### src/rtl/mem_stage_pkg.sv
// Shared definitions for the MIPS memory-access stage: bus widths, stall
// encoding, load_type codes and the EX->MEM bus field layout.
package mem_stage_pkg;

  localparam int EX_TO_MEM_WD = 80;
  localparam int MEM_TO_WB_WD = 70;
  localparam int MEM_TO_ID_WD = 38;
  localparam int StallBus     = 6;

  localparam logic STOP    = 1'b1;
  localparam logic NO_STOP = 1'b0;

  // Stall vector bit positions owned by this stage and its successor.
  localparam int STALL_MEM_BIT = 3;
  localparam int STALL_WB_BIT  = 4;

  localparam logic [3:0] LT_NONE = 4'b0000;
  localparam logic [3:0] LT_LB   = 4'b0001;
  localparam logic [3:0] LT_LBU  = 4'b0010;
  localparam logic [3:0] LT_LH   = 4'b0011;
  localparam logic [3:0] LT_LHU  = 4'b0100;
  localparam logic [3:0] LT_LW   = 4'b1111;

  typedef struct packed {
    logic [3:0]  load_type;
    logic [31:0] pc;
    logic        ram_en;
    logic [3:0]  ram_wen;
    logic        sel_rf_res;
    logic        rf_we;
    logic [4:0]  rf_waddr;
    logic [31:0] ex_result;
  } ex_mem_t;

  // Unrecognised codes behave exactly like "no load".
  function automatic logic is_load(input logic [3:0] lt);
    case (lt)
      LT_LB, LT_LBU, LT_LH, LT_LHU, LT_LW: is_load = 1'b1;
      default:                             is_load = 1'b0;
    endcase
  endfunction

endpackage

### src/rtl/mem_stage_if.sv
// Bus bundle between the memory stage and its neighbours (EX, SRAM, WB, ID).
interface mem_stage_if;
  import mem_stage_pkg::*;

  logic [StallBus-1:0]     stall;
  logic [EX_TO_MEM_WD-1:0] ex_to_mem_bus;
  logic [31:0]             data_sram_rdata;
  logic [MEM_TO_WB_WD-1:0] mem_to_wb_bus;
  logic [MEM_TO_ID_WD-1:0] mem_to_id_bus;

  modport master (
    output stall,
    output ex_to_mem_bus,
    output data_sram_rdata,
    input  mem_to_wb_bus,
    input  mem_to_id_bus
  );

  modport slave (
    input  stall,
    input  ex_to_mem_bus,
    input  data_sram_rdata,
    output mem_to_wb_bus,
    output mem_to_id_bus
  );

endinterface

### src/rtl/mem_stage_load_align.sv
// Load data alignment: picks the addressed byte/halfword out of the SRAM word
// and sign- or zero-extends it according to load_type.
module load_align
  import mem_stage_pkg::*;
(
  input  logic [3:0]  load_type,
  input  logic [1:0]  addr_lo,
  input  logic [31:0] rdata,
  output logic [31:0] wdata
);

  logic [7:0]  byte_sel;
  logic [15:0] half_sel;

  always_comb begin
    byte_sel = rdata[7:0];
    case (addr_lo)
      2'd0: byte_sel = rdata[7:0];
      2'd1: byte_sel = rdata[15:8];
      2'd2: byte_sel = rdata[23:16];
      2'd3: byte_sel = rdata[31:24];
      default: byte_sel = rdata[7:0];
    endcase
  end

  // Halfword loads ignore addr_lo[0].
  assign half_sel = addr_lo[1] ? rdata[31:16] : rdata[15:0];

  always_comb begin
    wdata = 32'h0;
    case (load_type)
      LT_LB:   wdata = {{24{byte_sel[7]}}, byte_sel};
      LT_LBU:  wdata = {24'h0, byte_sel};
      LT_LH:   wdata = {{16{half_sel[15]}}, half_sel};
      LT_LHU:  wdata = {16'h0, half_sel};
      LT_LW:   wdata = rdata;
      default: wdata = 32'h0;
    endcase
  end

endmodule

### src/rtl/mem_stage.sv
// MIPS memory-access stage: EX->MEM pipeline register, stall-safe hold of the
// returned SRAM word, result select and packing of the WB / ID forwarding buses.
module mem_stage
  import mem_stage_pkg::*;
(
  input  logic        clk,
  input  logic        rst,
  mem_stage_if.slave  mif
);

  ex_mem_t     bus_q, bus_d;
  logic        hold_valid_q, hold_valid_d;
  logic [31:0] rdata_hold_q, rdata_hold_d;

  logic        mem_stall;
  logic        wb_stall;
  logic [31:0] rdata_eff;
  logic [31:0] load_wdata;
  logic [31:0] rf_wdata;
  logic        use_load;

  assign mem_stall = (mif.stall[STALL_MEM_BIT] == STOP);
  assign wb_stall  = (mif.stall[STALL_WB_BIT] == STOP);

  always_comb begin
    bus_d = bus_q;
    if (rst) begin
      bus_d = '0;
    end else if (mem_stall && !wb_stall) begin
      bus_d = '0;
    end else if (!mem_stall) begin
      bus_d = ex_mem_t'(mif.ex_to_mem_bus);
    end
  end

  // The SRAM only presents read data for one cycle; keep the first stalled
  // cycle's word so a long stall still writes back the right value.
  always_comb begin
    hold_valid_d = hold_valid_q;
    rdata_hold_d = rdata_hold_q;
    if (rst) begin
      hold_valid_d = 1'b0;
      rdata_hold_d = 32'h0;
    end else if (mem_stall && !hold_valid_q) begin
      hold_valid_d = 1'b1;
      rdata_hold_d = mif.data_sram_rdata;
    end else if (!mem_stall) begin
      hold_valid_d = 1'b0;
    end
  end

  always_ff @(posedge clk) begin
    bus_q        <= bus_d;
    hold_valid_q <= hold_valid_d;
    rdata_hold_q <= rdata_hold_d;
  end

  assign rdata_eff = hold_valid_q ? rdata_hold_q : mif.data_sram_rdata;

  load_align u_load_align (
    .load_type (bus_q.load_type),
    .addr_lo   (bus_q.ex_result[1:0]),
    .rdata     (rdata_eff),
    .wdata     (load_wdata)
  );

  assign use_load = bus_q.sel_rf_res && bus_q.ram_en && is_load(bus_q.load_type);
  assign rf_wdata = use_load ? load_wdata : bus_q.ex_result;

  assign mif.mem_to_wb_bus = {bus_q.pc, bus_q.rf_we, bus_q.rf_waddr, rf_wdata};
  assign mif.mem_to_id_bus = {bus_q.rf_we, bus_q.rf_waddr, rf_wdata};

  // Store byte enables and other stages' stall bits are not consumed here.
  logic unused_bits;
  assign unused_bits = ^{bus_q.ram_wen, mif.stall[5], mif.stall[2:0]};

endmodule

### src/flat_wrapper.sv
// flat-port wrapper written by rule: the top's interface ports become plain ports
module mem_stage_flat import mem_stage_pkg::*;
  (clk, rst, mif_stall, mif_ex_to_mem_bus, mif_data_sram_rdata, mif_mem_to_wb_bus, mif_mem_to_id_bus);
  mem_stage_if mif_i ();
  input  logic clk;
  input  logic rst;
  input wire logic [$bits(mif_i.stall)-1:0] mif_stall;
  input wire logic [$bits(mif_i.ex_to_mem_bus)-1:0] mif_ex_to_mem_bus;
  input wire logic [$bits(mif_i.data_sram_rdata)-1:0] mif_data_sram_rdata;
  output wire logic [$bits(mif_i.mem_to_wb_bus)-1:0] mif_mem_to_wb_bus;
  output wire logic [$bits(mif_i.mem_to_id_bus)-1:0] mif_mem_to_id_bus;
  assign mif_i.stall = mif_stall;
  assign mif_i.ex_to_mem_bus = mif_ex_to_mem_bus;
  assign mif_i.data_sram_rdata = mif_data_sram_rdata;
  assign mif_mem_to_wb_bus = mif_i.mem_to_wb_bus;
  assign mif_mem_to_id_bus = mif_i.mem_to_id_bus;
  mem_stage u_core (.clk(clk), .rst(rst), .mif(mif_i));
endmodule
### config.mk
export PLATFORM = sky130hd
export DESIGN_NAME = mem_stage_flat
export DESIGN_NICKNAME = d
export VERILOG_FILES = /design/src/rtl/mem_stage_pkg.sv /design/src/rtl/mem_stage_if.sv /design/src/rtl/mem_stage_load_align.sv /design/src/rtl/mem_stage.sv /design/src/flat_wrapper.sv
export SDC_FILE = /design/constraint.sdc
export NUM_CORES = 1
export LEC_CHECK = 0
export BUFFER_PORTS_ARGS = -buffer_cell sky130_fd_sc_hd__buf_2
export CAP_MARGIN = 20
export CORE_UTILIZATION = 25
export DETAILED_ROUTE_END_ITERATION = 16
export GPL_TIMING_DRIVEN = 0
export PLACE_DENSITY = 0.48
export RECOVER_POWER = 25
export SLEW_MARGIN = 25
export SYNTH_ARGS = -nofsm -noshare
export SYNTH_HDL_FRONTEND = slang
export SYNTH_HIERARCHICAL = 1
export SYNTH_SLANG_ARGS = --single-unit
### constraint.sdc
create_clock -name clk -period 3 [get_ports clk]
set_input_delay 0.6 -clock clk [delete_from_list [all_inputs] [get_ports clk]]
set_output_delay 0.6 -clock clk [all_outputs]
set_load 0.1 [all_outputs]
==> results of run 1 <==
==> logic make-up (layout without fill, tap and decap cells) <==
family,count (synthesis),count (layout)
AO/OA/AOI/OAI,80,80
XOR/XNOR,1,1
buffers and inverters,125,418
flip-flops,109,109
multiplexers,165,165
other,0,4
AND/OR/NAND/NOR,172,172
==> cell usage after synthesis (all sizes together), types with 2 or more instances <==
library cell,count
dfxtp,109
buf,106
mux2i,84
nand2,81
nor2,79
mux2,73
a21oi,34
o21ai,25
clkbuf,18
a221o,8
a32oi,8
mux4,8
nand2b,2
nor2b,2
nor4b,2
==> tightest hold or removal path: stages, from the launching register on <==
cell and delay (ns):
dfxtp_1 0.31, nand2_1 0.05, a21oi_1 0.05
==> layout make-up <==
cell class	instances	area, µm²	area share, %
Multi-Input combinational cell	418	3480	34.5
Timing Repair Buffer	278	2640	26.1
Sequential cell	109	2190	21.7
Buffer	123	1060	10.5
Tap cell	319	399	3.95
Clock buffer	10	229	2.27
Clock inverter	6	87.6	0.868
Antenna cell	4	10.0	0.0992
Inverter	1	3.75	0.0372
==> sequential cells by signal, indices dropped and copies added (netlist names) <==
signal and cells:
u_core/hold_valid_q 1, u_core/mif.mem_to_wb_bus 32, u_core/rdata_hold_q 32, u_core/bus_q 38, u_core/mif.mem_to_id_bus 6
==> worst paths after layout <==
path,slack (ns),endpoint,cells past startpoint,from
worst min register to register,0.45,u_core/rdata_hold_q[16],2,u_core/rdata_hold_q[16]
worst max-delay path,-0.60,mif_mem_to_wb_bus[13],9,u_core/hold_valid_q
worst max register to register,1.43,u_core/rdata_hold_q[2],5,u_core/hold_valid_q
worst min-delay path,0.45,u_core/rdata_hold_q[16],2,u_core/rdata_hold_q[16]
==> routing by layer <==
layer / global-route usage (%) / part of all wire (%) / up-vias
met4: 4.85 / 1.8 / 8
met2: 28.0 / 49 / 178
met3: 5.47 / 8.1 / 28
li1: - / - / 2751
met5: 0 / 0.27 / -
met1: 19.9 / 41 / 2543
==> power by group through the flow <==
stage | logic (mW) | clock network [mW] | registers [mW]
after floorplan | 0.989 | 0 | 1.59
after global placement | 1.23 | 0 | 1.60
after detailed placement | 1.23 | 0 | 1.60
after CTS | 1.56 | 1.38 | 1.57
after global routing | 1.66 | 1.42 | 1.58
final | 1.59 | 1.31 | 1.57
==> repair_timing <==
action	4_1_cts	5_1_grt
buffers inserted	45	14
endpoints found under the setup margin	64	64
pin swaps	13	8
resized for setup	382	30
gates cloned	4	0
==> stage by stage <==
stage | area (µm²) | setup slack, ns | TNS (ns)
after floorplan | 6320 | -0.139 | -1.11
after global placement | 7810 | -0.471 | -17.07
after detailed placement | 7810 | -0.458 | -16.49
after global routing | 10100 | -0.643 | -32.12
after CTS | 9900 | -0.617 | -29.21
final | 10100 | -0.597 | -28.24
==> layout by cell type (no fill, tap or decap), types with 3 or more instances in the layout <==
cell,count
mux4_2,8
buf_2,168
dfxtp_1,108
o21ai_1,6
a221o_1,8
clkbuf_16,9
a32oi_1,6
a21oi_1,32
o21ai_4,12
buf_12,73
clkbuf_2,3
buf_6,50
buf_4,82
mux2_4,60
diode_2,4
mux2_2,13
buf_8,5
nor2_1,79
o21ai_2,7
nand2_1,81
clkbuf_1,18
clkinvlp_4,3
mux2i_1,84
==> results.md, run 1 <==
- IO buf count: 217
- Layout cells sized above 1: 53.9%
- Placed Cells incl. Taps: 1,188
- EDFF count, synth: 0
- Initial antenna violation count: 9
- Pwr dens: roughly 440 nW/µm²
- Hold Buf Count CTS: 0
- Ys async rst share: 0%
- Total track usage: 16.6%
- Minimum clock period: between 3 and 4 ns
- Detailed placement HPWL: about 14,000 µm
- Setup Crit Path Kind: flop to output pin
- Die W: 158 µm
- DRT iter0 DRCs: between 200 and 300
- Filler Cell Count: around 2.4k
- Syn Inst Count: between 600 and 700
- Switching share of total power: 35.2%
- Max rail drop VDD: about 0.28 mV
- Critical Path AT: approximately 3.0 ns
- Comb power frac: 35.6%
- Die Height: 158 µm
- Worst Path Required: around 2.4 ns
- Routability cong.: slightly below 0.8
- Main combinational cell family by area after synthesis: multiplexers
- Delay-heaviest family, CP: multiplexers
- Hold WS: around 0.45 ns
- DR WL/cell: between 15 and 20 µm
- Post-synthesis adder-cell area fraction: 0%
- Seq/Total Area, Yosys: 35.9%
- Top cell type's share of synthesized area: a little over a third
- Post-synthesis mux area share: between 30% and 40%
- H-Tree Depth: 3
- Final Cycle Share: 120%
- Net Sw Power: 1.57 mW
- Sink Count: 109
- Vias in the first global route: 5,439
- HP Class: flop to flop
- Core area: around 24,000 µm²
- Via/cell ratio: ~4.3
- Total die area: 25,000 µm²
- Routed WL: 20,800 µm
- CP startpoint kind: flop
- Total grt overflow: 0
- CP endpoint kind: output pin
- Final Hold Fails: 0
- Layout Nets: 1,060
- Clock share of power: about 29%
- Global-route wire length before repair: between 30,000 and 40,000 µm
- Leakage power: about 4.6 nW
- Distinct cells, synth: 37
- Crit path buf inv count: 4
- Post-Synth Simple-Gate Area: a little under an eighth
- Clk Latency, worst-skew pair: 0.36 ns
- Synth area leader: dfxtp_1
- F_max: about 280 MHz
- Synth Area in XOR/XNOR: 0.144%
- Sequential Power Share: a little over a third
- DRC: 0
- Rel. slew slack: 51.4%
- Number of vias after detailed routing: approximately 5.5k
- Number of CTS-inserted buffers: 9
- Starting Density: between 20% and 30%
- Slew Limit Fails: 0
- Final setup fails: 64
- Worst path cell trace: buf_8, mux2_4, mux4_2, and4b_1, buf_6, a221o_1, mux2_4, buf_12, buf_12
- Max incr delay on CP: between 0.4 and 0.5 ns
- CTS Root Cell: clkbuf_16
- Status: complete, but fails checks
- Largest net degree at the start of global routing: 18
- Final cell count without fillers: between 1k and 1.5k
- Clk pin slew, worst setup/hold paths: ~0.070 ns
- RSZ-0062 raised after global routing: yes
- Post-Syn Nets: 772
- Synth warnings: 6
- Maxcap violations: 0
- Crit Path Max Fanout: 8
- Final worst setup slack: -0.597 ns
- Max Root-Sink Buffers: 2
- Top FF cell, synth: dfxtp_1
- Slowest CP cell: mux4_2
- Total power: 4.47 mW
- Int Power: between 2 and 3 mW
- Clock Skews: about 0.0056 ns
- Cell Area, Synth: 6080 µm²
- DRT Pass-1 Iters: 4
- Syn avg cell area: 9.33 µm²
- Synth Area in Compound Gates: about 8.3%
- Ports: 228
- Synth top area cells: dfxtp_1 (36%), mux2i_1 (14%), mux2_2 (12%), buf_4 (9.5%), nand2_1 (5.0%)
- Util after Layout: a little over two fifths
- Cell row count: 56
- CTS tree: done
- Synth Register Bits: roughly 110
- Failing checks: negative setup slack
- Slew @ Worst Pin: about 0.73 ns
- Area grow syn2layout: 66.0%
- Final ANT Viol Nets: 0
(Power assumes the default switching activity.)
==> run 2, diff against run 1 <==
CORE_MARGIN = 1   (was unset)
CORE_UTILIZATION = 45   (was 25)
PLACE_DENSITY = 0.77   (was 0.48)
==> run 2 against run 1 <==
Against the previous run:
- the run still ends with negative setup slack left
- non-clock buffer count is 9 lower
- global-route usage is 14 points higher
- final cell count fell by 12%
- die area fell by 44%
- design area decreased by 3.3%
- sequential cell count unchanged
- via count up 9.6%
- register-to-register slack worse by 0.10 ns
- total power fell by 3.2%
- sequential power about the same
- hold slack barely moved
- clock-buffer cell count down 1
- critical path type unchanged
- largest cell class unchanged
- largest power group unchanged
- highest routed layer unchanged
==> results.md, run 2 (same netlist as run 1, synthesis figures left out) <==
- CP endpoint kind: output pin
- Filler Cell Count: roughly 890
- DRT iter0 DRCs: between 300 and 400
- DRC: 0
- F_max: about 280 MHz
- Sink Count: between 100 and 150
- Max rail drop VDD: roughly 0.32 mV
- Detailed placement HPWL: about 13,000 µm
- Routed WL: roughly 22,000 µm
- Register with the most flip-flops: u_core/bus_q
- Pwr dens: about 440 nW/µm²
- Total grt overflow: 0
- CTS tree: done
- Critical Path AT: 3.00 ns
- Max Root-Sink Buffers: 2
- Area occupied by multi-input gates: between 3000 and 4000 µm²
- Post-route design area: 9760 µm²
- Area grow syn2layout: 60.6%
- Largest net degree at the start of global routing: 19
- Global-route wire length before repair: 33,100 µm
- Starting Density: between 40% and 50%
- CTS Root Cell: clkbuf_16
- HP Class: flop to flop
- Final worst setup slack: -0.601 ns
- Final setup fails: 64
- DR WL/cell: about 20 µm
- Hold Buf Count CTS: 0
- Layout cells sized above 1: 53.3%
- Clk pin slew, worst setup/hold paths: around 0.070 ns
- Max reg flops: 38
- Post-DP Area: roughly 7600 µm²
- Die Height: ~120 µm
- Crit Path Max Fanout: 8
- Total track usage: 30.5%
- Initial antenna violation count: 3
- Slew Limit Fails: 0
- Final Cycle Share: 120%
- Via/cell ratio: 5.42
- RSZ-0062 raised after global routing: yes
- Final ANT Viol Nets: 0
- Clock Skews: ~0.010 ns
- Final Hold Fails: 0
- Rel. slew slack: 58.2%
- Failing checks: negative setup slack
- Clk Latency, worst-skew pair: approximately 0.37 ns
- Most frequent cells in the layout: buf_2 (171), dfxtp_1 (108), mux2i_1 (84)
- Setup Crit Path Kind: flop to output pin
- Util after Layout: between 70% and 80%
- Die W: 118 µm
- Slew @ Worst Pin: about 0.62 ns
- Cell row count: 42
- DRT Pass-1 Iters: 7
- Core area: 13,200 µm²
- Ports: between 200 and 250
- Commonest non-fill, non-tap cell in the layout: buf_2
- Number of CTS-inserted buffers: 9
- Leakage power: 4.57 nW
- Layout Nets: between 1k and 1.5k
- Worst Path Required: ~2.4 ns
- FF+latch area: approximately 2200 µm²
- Number of vias after detailed routing: around 6.0k
- Status: complete, but fails checks
- IO buf count: 217
- Minimum clock period: between 3 and 4 ns
- Vias in the first global route: roughly 6k
- CP startpoint kind: flop
- Total die area: between 10,000 and 15,000 µm²
- H-Tree Depth: 3
- Routability cong.: 0.830
- Maxcap violations: 0
-- run 2: metrics by stage --
stage | power (mW) | hold WS, ns | std cells | setup WS, ns | setup TNS [ns]
after CTS | 4.26 | 0.458 | 1105 | -0.566 | -24.73
after floorplan | 2.58 | 0.433 | 652 | -0.139 | -1.11
final | 4.33 | 0.455 | 1114 | -0.601 | -28.01
after global routing | 4.45 | 0.477 | 1112 | -0.614 | -30.38
after global placement | 2.80 | 0.438 | 1045 | -0.433 | -12.51
after detailed placement | 2.81 | 0.444 | 1045 | -0.434 | -12.69
-- run 2: critical path, stage by stage (launching register included) --
cell     delay [ns]
dfxtp_4        0.43
buf_8          0.12
mux2_4         0.34
mux4_2         0.48
and4b_1        0.22
buf_6          0.14
a221o_1        0.33
mux2_4         0.31
buf_12         0.13
buf_12         0.15
-- run 2: final cells by class --
class                      instances  area share, %
timing repair buffer             269           26.1
sequential                       109           22.4
multi-input combinational        418           35.5
buffer                           123           10.9
tap                              176           2.26
clock inverter                     7          0.525
clock buffer                       9           2.31
inverter                           1         0.0384
antenna                            2         0.0513
-- run 2: final timing paths --
path | cells after the start | start | slack, ns | end
worst max-delay path | 9 | u_core/hold_valid_q | -0.60 | mif_mem_to_wb_bus[15]
worst min register to register | 2 | u_core/rdata_hold_q[8] | 0.45 | u_core/rdata_hold_q[8]
worst min-delay path | 2 | u_core/rdata_hold_q[8] | 0.45 | u_core/rdata_hold_q[8]
worst max register to register | 5 | u_core/hold_valid_q | 1.33 | u_core/rdata_hold_q[30]
-- run 2: where the power goes --
group | total, mW | switching [mW] | leakage, nW | internal, mW
Sequential | 1.57 | 0.0516 | 0.895 | 1.52
Clock | 1.16 | 0.590 | 0.125 | 0.567
Combinational | 1.60 | 0.969 | 3.55 | 0.632
-- run 2: what timing repair did --
action	4_1_cts	5_1_grt
resized for setup	390	12
cloned	1	0
setup endpoints to repair	64	64
pin swaps	13	8
setup buffers	43	10
-- run 2: layer usage --
layer / global-route usage, % / vias up / routed length [µm]
met3: 8.01 / 90 / 1950
li1: - / 2725 / -
met2: 53.3 / 388 / 10700
met4: 17.7 / 2 / 1120
met1: 33.3 / 2831 / 8120
met5: 0 / - / 13
==> run 3, diff against run 2 <==
--- a/config.mk
+++ b/config.mk
@@ -14,4 +14,5 @@
 export PLACE_DENSITY = 0.77
 export RECOVER_POWER = 25
+export SKIP_LAST_GASP = 1
 export SLEW_MARGIN = 25
 export SYNTH_ARGS = -nofsm -noshare
==> constraint.sdc (replaced) <==
create_clock -name clk -period 3 [get_ports clk]
set_input_delay 0.6 -clock clk [delete_from_list [all_inputs] [get_ports clk]]
set_output_delay 0.6 -clock clk [all_outputs]
set_load 0.005 [all_outputs]
==> run 3 against run 2 <==
Against the previous run:
- the run still ends with negative setup slack left
- utilization down 8.5 points
- clock skew decreased by 0.0028 ns
- clock power down 4%
- largest power group is now sequential cells
- combinational power is 46% lower
- sequential power about the same
- die area unchanged
- highest routed layer is now met4
- critical path type unchanged
- routed wire length fell by 16%
- sequential share of layout area grew 2.9 points
- fmax is 3.6% higher
- worst setup slack improved by 0.13 ns
- non-clock buffer count fell by 18
- via count shrank 6.2%
==> results.md, run 3 (same netlist as run 1, synthesis figures left out) <==
- Setup Crit Path Kind: flop to output pin
- Commonest non-fill, non-tap cell in the layout: buf_2
- Die W: about 120 µm
- Max reg flops: 38
- Slowest CP cell: mux4_2
- CP startpoint kind: flop
- Total track usage: roughly a quarter
- Slew @ Worst Pin: ~0.73 ns
- Die Height: about 120 µm
- Area grow syn2layout: 42.1%
- Initial antenna violation count: 0
- Total power: 3.55 mW
- Clk Latency, worst-skew pair: roughly 0.36 ns
- Max Root-Sink Buffers: 2
- Largest net degree at the start of global routing: 18
- Rel. slew slack: approximately half
- IO buf count: around 220
- Core area: ~13,000 µm²
- Via/cell ratio: 5.18
- CP endpoint kind: output pin
- Global-route wire length before repair: ~28,000 µm
- Status: complete, but fails checks
- Minimum clock period: between 3 and 4 ns
- Starting Density: ~46%
- Final ANT Viol Nets: 0
- Most frequent cells in the layout: buf_2 (204), dfxtp_1 (108), mux2i_1 (84)
- H-Tree Depth: 3
- Clk pin slew, worst setup/hold paths: 0.07 ns
- F_max: 288 MHz
- Worst Path Required: between 2 and 2.5 ns
- Layout Nets: between 1k and 1.5k
- Slew Limit Fails: 0
- Final cell count without fillers: ~1.1k
- Total grt overflow: 0
- RSZ-0062 raised after global routing: yes
- Worst path cell trace: buf_8, mux2_4, mux4_2, and4b_2, a221o_1, mux2_4, buf_6, buf_6
- Pwr dens: around 400 nW/µm²
- Layout cells sized above 1: approximately half
- HP Class: flop to flop
- Util after Layout: about 66%
- Total die area: between 10,000 and 15,000 µm²
- DRT Pass-1 Iters: 5
- Placed Cells incl. Taps: approximately 1.0k
- Cell row count: 42
- Max incr delay on CP: 0.48 ns
- Sink Count: ~110
- Clock Skews: about 0.0075 ns
- Vias in the first global route: between 5k and 6k
- Final Hold Fails: 0
- DRT iter0 DRCs: ~350
- Failing checks: negative setup slack
- Crit path buf inv count: 3
- Leakage power: ~4.2 nW
- Critical Path AT: roughly 2.9 ns
- Number of vias after detailed routing: 5,660
- DRC: 0
- Maxcap violations: 0
- Routed WL: approximately 18,000 µm
- CTS tree: done
- Final setup fails: between 60 and 70
- Register with the most flip-flops: u_core/bus_q
- Ports: ~230
- Detailed placement HPWL: approximately 13,000 µm
- Crit Path Max Fanout: 8
- Inserted Diodes: 0
- Final worst setup slack: -0.475 ns
- DR WL/cell: roughly 17 µm
- Final Cycle Share: 116%
- Routability cong.: 0.865
- CTS Root Cell: clkbuf_16
- Max rail drop VDD: between 0.3 and 0.4 mV
- Delay-heaviest family, CP: multiplexers
- Number of CTS-inserted buffers: 9
[run 3: path summary, 6_finish.rpt]
| kind | cells after the start | start | endpoint | slack, ns |
|---|---|---|---|---|
| worst max register to register | 5 | u_core/hold_valid_q | u_core/rdata_hold_q[21] | 1.49 |
| worst min-delay path | 2 | u_core/rdata_hold_q[0] | u_core/rdata_hold_q[0] | 0.46 |
| worst max-delay path | 8 | u_core/hold_valid_q | mif_mem_to_wb_bus[10] | -0.47 |
| worst min register to register | 2 | u_core/rdata_hold_q[0] | u_core/rdata_hold_q[0] | 0.46 |
[run 3: metal layers]
| metal | track usage (%) | share of wire, % | wire length, µm |
|---|---|---|---|
| met1 | 30.1 | 40 | 7350 |
| met2 | 44.2 | 50 | 9160 |
| met3 | 6.08 | 7.3 | 1360 |
| met4 | 11.5 | 3.2 | 584 |
| met5 | 0 | 0 | 0 |
[run 3: final cells by class]
| type | count | area, µm² |
|---|---|---|
| Sequential cell | 109 | 2190 |
| Clock inverter | 5 | 37.5 |
| Multi-Input combinational cell | 418 | 3430 |
| Inverter | 1 | 3.75 |
| Fill cell | 1044 | 4550 |
| Tap cell | 176 | 220 |
| Clock buffer | 10 | 229 |
| Timing Repair Buffer | 252 | 1620 |
| Buffer | 122 | 917 |
[run 3: repair_timing]
action	4_1_cts	5_1_grt
setup buffers	28	7
endpoints found under the setup margin	64	64
resized for setup	160	36
hold buffers	0	0
gates cloned	1	1
pin swaps	10	7
[run 3: tightest hold or removal path, delay by kind of cell, from the launching register on]
kind            cells  cell delay, ns
compound gates      1            0.05
simple gates        1            0.05
flops               1            0.31
[run 3: metrics by stage]
step | setup TNS (ns) | hold slack (ns) | worst slack, ns | instance area, µm²
6_report | -20.17 | 0.456 | -0.475 | 8640
5_1_grt | -23.12 | 0.459 | -0.494 | 8640
2_1_floorplan | 0 | 0.433 | 0.0300 | 6100
3_3_place_gp | -10.15 | 0.438 | -0.352 | 7410
3_5_place_dp | -9.31 | 0.446 | -0.329 | 7410
4_1_cts | -21.98 | 0.458 | -0.498 | 8450
[run 3: report_power, final]
| group | switching [mW] | leakage, nW | internal (mW) |
|---|---|---|---|
| logic | 0.386 | 3.23 | 0.480 |
| clock network | 0.548 | 0.125 | 0.562 |
| registers | 0.0487 | 0.895 | 1.52 |
| total | 0.982 | 4.25 | 2.56 |
